<file path="src/rtl/booth_pkg.sv">
// Shared definitions for the sequential Booth multiplier: FSM encoding,
// default operand width and a constant-function clog2 for counter sizing.
package booth_pkg;

  typedef enum logic [1:0] {
    ST_IDLE = 2'd0,
    ST_CALC = 2'd1,
    ST_DONE = 2'd2
  } state_e;

  localparam int unsigned DEFAULT_WIDTH = 4;

  // Ceiling log2, at least 1 so a counter never collapses to zero width.
  function automatic int unsigned clog2(input int unsigned v);
    int unsigned r;
    r = 1;
    for (int unsigned i = 1; i < 32; i++) begin
      if ((64'd1 << i) < 64'(v)) r = i + 1;
    end
    return r;
  endfunction

endpackage

</file>
<file path="src/rtl/booth_step.sv">
// One radix-2 Booth step: conditional add/subtract of M into ACC, then an
// arithmetic right shift of {ACC, Q, q_1}.
module booth_step #(
  parameter int unsigned WIDTH = booth_pkg::DEFAULT_WIDTH
) (
  input  logic [WIDTH:0]   i_acc,
  input  logic [WIDTH-1:0] i_q,
  input  logic             i_q_1,
  input  logic [WIDTH:0]   i_m,
  output logic [WIDTH:0]   o_acc,
  output logic [WIDTH-1:0] o_q,
  output logic             o_q_1
);

  logic [WIDTH:0] w_sum;

  always_comb begin
    w_sum = i_acc;
    case ({i_q[0], i_q_1})
      2'b01:   w_sum = i_acc + i_m;
      2'b10:   w_sum = i_acc - i_m;
      default: w_sum = i_acc;
    endcase
    o_acc = {w_sum[WIDTH], w_sum[WIDTH:1]};
    o_q   = {w_sum[0], i_q[WIDTH-1:1]};
    o_q_1 = i_q[0];
  end

endmodule

</file>
<file path="src/rtl/booth_seq_mult.sv">
// Sequential radix-2 Booth multiplier: one shared add/sub/shift step per
// clock for WIDTH clocks, with a start/busy/done handshake.
module booth_seq_mult
  import booth_pkg::*;
#(
  parameter int unsigned WIDTH = DEFAULT_WIDTH
) (
  input  logic                 clk,
  input  logic                 rst,
  input  logic                 start,
  input  logic [WIDTH-1:0]     Data_A,
  input  logic [WIDTH-1:0]     Data_B,
  output logic                 busy,
  output logic                 done,
  output logic [2*WIDTH-1:0]   Product
);

  localparam int unsigned CW = clog2(WIDTH + 1);

  state_e           r_state;
  state_e           w_state_nxt;
  logic [WIDTH:0]   r_m;
  logic [WIDTH:0]   r_acc;
  logic [WIDTH-1:0] r_q;
  logic             r_q_1;
  logic [CW-1:0]    r_cnt;

  logic [WIDTH:0]   w_acc_n;
  logic [WIDTH-1:0] w_q_n;
  logic             w_q_1_n;
  logic             w_accept;
  logic             w_last;

  booth_step #(.WIDTH(WIDTH)) u_step (
    .i_acc (r_acc),
    .i_q   (r_q),
    .i_q_1 (r_q_1),
    .i_m   (r_m),
    .o_acc (w_acc_n),
    .o_q   (w_q_n),
    .o_q_1 (w_q_1_n)
  );

  // DONE doubles as an accept cycle so held start gives back-to-back operation.
  always_comb begin
    w_state_nxt = r_state;
    w_accept    = 1'b0;
    w_last      = 1'b0;
    case (r_state)
      ST_IDLE: begin
        if (start) begin
          w_accept    = 1'b1;
          w_state_nxt = ST_CALC;
        end
      end
      ST_CALC: begin
        if (r_cnt == CW'(WIDTH - 1)) begin
          w_last      = 1'b1;
          w_state_nxt = ST_DONE;
        end
      end
      ST_DONE: begin
        w_accept    = start;
        w_state_nxt = start ? ST_CALC : ST_IDLE;
      end
      default: w_state_nxt = ST_IDLE;
    endcase
  end

  always_ff @(posedge clk) begin
    if (rst) begin
      r_state <= ST_IDLE;
      busy    <= 1'b0;
      done    <= 1'b0;
      Product <= '0;
      r_m     <= '0;
      r_acc   <= '0;
      r_q     <= '0;
      r_q_1   <= 1'b0;
      r_cnt   <= '0;
    end else begin
      r_state <= w_state_nxt;
      busy    <= (w_state_nxt == ST_CALC);
      done    <= (w_state_nxt == ST_DONE);
      if (w_accept) begin
        r_m   <= {Data_A[WIDTH-1], Data_A};
        r_acc <= '0;
        r_q   <= Data_B;
        r_q_1 <= 1'b0;
        r_cnt <= '0;
      end else if (r_state == ST_CALC) begin
        r_acc <= w_acc_n;
        r_q   <= w_q_n;
        r_q_1 <= w_q_1_n;
        r_cnt <= r_cnt + CW'(1);
      end
      if (w_last) Product <= {w_acc_n[WIDTH-1:0], w_q_n};
    end
  end

endmodule

</file>
<file path="config.mk">
export PLATFORM = sky130hd
export DESIGN_NAME = booth_seq_mult
export DESIGN_NICKNAME = d
export VERILOG_FILES = /design/src/rtl/booth_pkg.sv /design/src/rtl/booth_step.sv /design/src/rtl/booth_seq_mult.sv
export SDC_FILE = /design/constraint.sdc
export NUM_CORES = 1
export LEC_CHECK = 0
export ABC_CLOCK_PERIOD_IN_PS = 4700
export BUFFER_PORTS_ARGS = -buffer_cell sky130_fd_sc_hd__buf_2
export CORE_UTILIZATION = 59
export DETAILED_ROUTE_END_ITERATION = 10
export PLACE_DENSITY = 0.83
export SYNTH_ARGS = -nofsm -noshare
export SYNTH_HDL_FRONTEND = slang
export SYNTH_SLANG_ARGS = --single-unit
</file>
<file path="constraint.sdc">
create_clock -name clk -period 4.7 [get_ports clk]
set_input_delay 0.235 -clock clk [delete_from_list [all_inputs] [get_ports clk]]
set_output_delay 0.235 -clock clk [all_outputs]
set_load 0.02 [all_outputs]
</file>
==> flow_metrics.env <==
export IMPL_tns_ns=0
export IMPL_design_area_um2=1500
export IMPL_vias_per_cell=5.56
export IMPL_drive_above_1_share_pct=16.0
export IMPL_hold_viol_final=0
export IMPL_clock_sinks=28
export IMPL_routedWlPerCell_um=13.1
export IMPL_placed_area_um2=1450
export IMPL_drv_cap=0
export IMPL_overflow=0
export IMPL_synth_fp_nets=184
export IMPL_drt_wl_total_um=2720
export IMPL_cellLeakagePower_nw=0.616
export IMPL_antenna_found_initial=0
export IMPL_crit_path_cell_trace="inv_1, ha_1, mux2_2, fa_1, nand2b_1, a21oi_2, xnor2_1, or3_1, a311oi_1"
export IMPL_worst_r2r_path_depth=9
export IMPL_yosysUniqueCellTypes=28
export IMPL_synth_simple_area_share_pct=21.6
export IMPL_vias=1157
export IMPL_cts_root_buf="clkbuf_4"
export IMPL_finalMaxSlewViolations=0
export IMPL_track_usage_pct=25.0
export IMPL_worstMarginPinSlew_ns=0.952
export IMPL_synth_xor_area_share_pct=3.27
export IMPL_required_ns=4.93
export IMPL_final_cell_mix="28 x dfxtp_1, 26 x nor2_1, 22 x nand2_1, 20 x buf_2, 18 x a21oi_1"
export IMPL_skew_ns=0.0102
export IMPL_clkLatencyLatePin_ns=0.33
export IMPL_drtAntennaViolNets=0
export IMPL_yosysSeqAreaShare_pct=41.9
export IMPL_diodes=0
export IMPL_drtIter0Drc=33
export IMPL_die_h_um=49.6
export IMPL_syn_inst=164
export IMPL_slew_headroom_pct=36.4
export IMPL_max_freq_mhz=384
export IMPL_num_rows=16
export IMPL_synth_compound_area_share_pct=15.4
export IMPL_dp_hpwl_um=2030
export IMPL_cts_setup_buffers=0
export IMPL_gp_congestion=0.862
export IMPL_synth_warnings=0
export IMPL_first_pass_iters=6
export IMPL_max_stage_delay_ns=0.44
export IMPL_crit_type="reg -> reg"
export IMPL_grt_max_degree=22
export IMPL_syn_area_um2=1340
export IMPL_finalCritPeriodShare_pct=55.5
export IMPL_dieArea_um2=2460
export IMPL_grt_pass1_vias=1096
export IMPL_clock_path_buffers=2
export IMPL_path_clk_slew_ns=0.14
export IMPL_period_needed_ns=2.61
export IMPL_cts_made_buffers=3
export IMPL_arrival_ns=2.84
export IMPL_hold_path_class="in -> reg"
export IMPL_numPortBuffers=20
export IMPL_powerDensity_nw_per_um2=333
export IMPL_finalSetupViolations=0
export IMPL_synth_adder_area_share_pct=8.97
export IMPL_initial_core_util_pct=65.6
export IMPL_synth_area_mux_share_pct=3.83
export IMPL_postSynthAreaPerCell_um2=8.16
export IMPL_status="finished clean"
export IMPL_cts_resized_gates=0
export IMPL_pin_count=21
export IMPL_rsz0062_at_grt="false"
export IMPL_worstPathMaxFanout=4
export IMPL_ir_worst_vdd_uv=272
export IMPL_drcViolationCount=0
export IMPL_tritoncts="built"
export IMPL_synth_top_family_by_area="simple AND/OR/NAND/NOR gates"
export IMPL_cts_htree_levels=1
export IMPL_nNetsFinal=202
export IMPL_ys_ff_latch=28
export IMPL_hold_depth=3
export IMPL_syn_to_final_growth_pct=12.0
export IMPL_core_um2=2040
export IMPL_final_common_cell="dfxtp_1"
export IMPL_dieWidth_um=49.6
export IMPL_cts_hold_buf=0
export IMPL_start_kind="register"
export IMPL_grt_pass1_wl_um=4730
export IMPL_critPathSlowestCell="fa_1"
export IMPL_nFillCells=172
export IMPL_endpoint_kind="register"
path summary, 6_finish.rpt:
kind                 to  startpoint  slack, ns
max          Product[7]      r_m[0]       2.09
min              r_m[1]   Data_A[1]       0.14
max reg2reg  Product[7]      r_m[0]       2.09
min reg2reg  Product[0]  Product[0]       0.46
sequential cells by signal, summed over array words and instances (netlist names):
signal and count:
Product 8, busy 1, done 1, r_acc 4, r_cnt 3, r_m 4
r_q 4, r_q_1 1, r_state 2
final cells by class:
type / instances / area (µm²) / share of cell area, %
clock buffer: 3 / 22.5 / 1.50
clock inverter: 1 / 30.0 / 2.00
inverter: 9 / 33.8 / 2.25
multi-input combinational: 119 / 711 / 47.4
sequential: 28 / 561 / 37.4
tap: 27 / 33.8 / 2.25
timing repair buffer: 21 / 108 / 7.18
layer usage:
layer | part of all wire, % | track usage, % | up-vias | wire length, µm
met2 | 52 | 44.6 | 35 | 1410
met5 | 0 | 0 | - | 0
met4 | 0 | 5.71 | 0 | 0
li1 | - | - | 583 | -
met3 | 4.3 | 3.70 | 0 | 116
met1 | 44 | 31.3 | 539 | 1200
power breakdown:
group	internal (W)	switching (W)	leakage [nW]
logic	0.0000380	0.0000529	0.360
clock network	0.0000863	0.0000694	0.0279
registers	0.000246	0.00000681	0.228
total	0.000370	0.000129	0.616
cell usage after synthesis:
library cell | number | area share (%)
dfxtp_1 | 28 | 42
nor2_1 | 26 | 7.3
nand2_1 | 22 | 6.2
a21oi_1 | 18 | 6.7
inv_1 | 9 | 2.5
ha_1 | 8 | 7.5
clkbuf_1 | 5 | 1.4
a211oi_1 | 4 | 2.2
a22oi_1 | 4 | 2.2
mux2i_1 | 4 | 3.0
nand2b_1 | 4 | 1.9
xnor2_1 | 4 | 2.6
buf_2 | 3 | 1.1
nor2b_1 | 3 | 1.4
nor3_1 | 3 | 1.1
o21ai_0 | 3 | 1.1
a21oi_2 | 2 | 1.3
and2_1 | 2 | 0.93
nand3_1 | 2 | 0.75
or3_1 | 2 | 0.93
a221oi_1 | 1 | 0.65
a311oi_1 | 1 | 0.65
a31oi_1 | 1 | 0.47
fa_1 | 1 | 1.5
mux2_2 | 1 | 0.84
or2_2 | 1 | 0.47
or3b_1 | 1 | 0.65
xor2_1 | 1 | 0.65
stage by stage:
step | util [%] | setup WS, ns | hold WS (ns) | instances | total power, W
final | 73.4 | 2.09 | 0.141 | 208 | 0.000499
after global routing | 73.4 | 1.94 | 0.144 | 208 | 0.000524
after detailed placement | 70.8 | 2.12 | 0.447 | 204 | 0.000347
after CTS | 73.4 | 2.07 | 0.139 | 208 | 0.000501
after global placement | 70.8 | 2.30 | 0.440 | 204 | 0.000342
after floorplan | - | 2.36 | 0.374 | 164 | 0.000327
worst max-delay path, delay by kind of cell (launching register included):
family / cells / cell delay [ns]
fa+ha+maj: 2 / 0.74
simple gates: 2 / 0.49
compound gates: 2 / 0.43
flops: 1 / 0.39
mux: 1 / 0.29
xor+xnor: 1 / 0.12
buf+inv: 1 / 0.07
logic make-up after synthesis:
| kind of cell | Yosys count |
|---|---|
| buffers and inverters | 17 |
| and+or+nand+nor | 66 |
| AOI/OAI and AO/OA | 34 |
| muxes | 5 |
| DFF | 28 |
| adders and majority gates | 9 |
| xor gates and xnor gates | 5 |
Note: power is estimated with default switching activity, not from simulation.
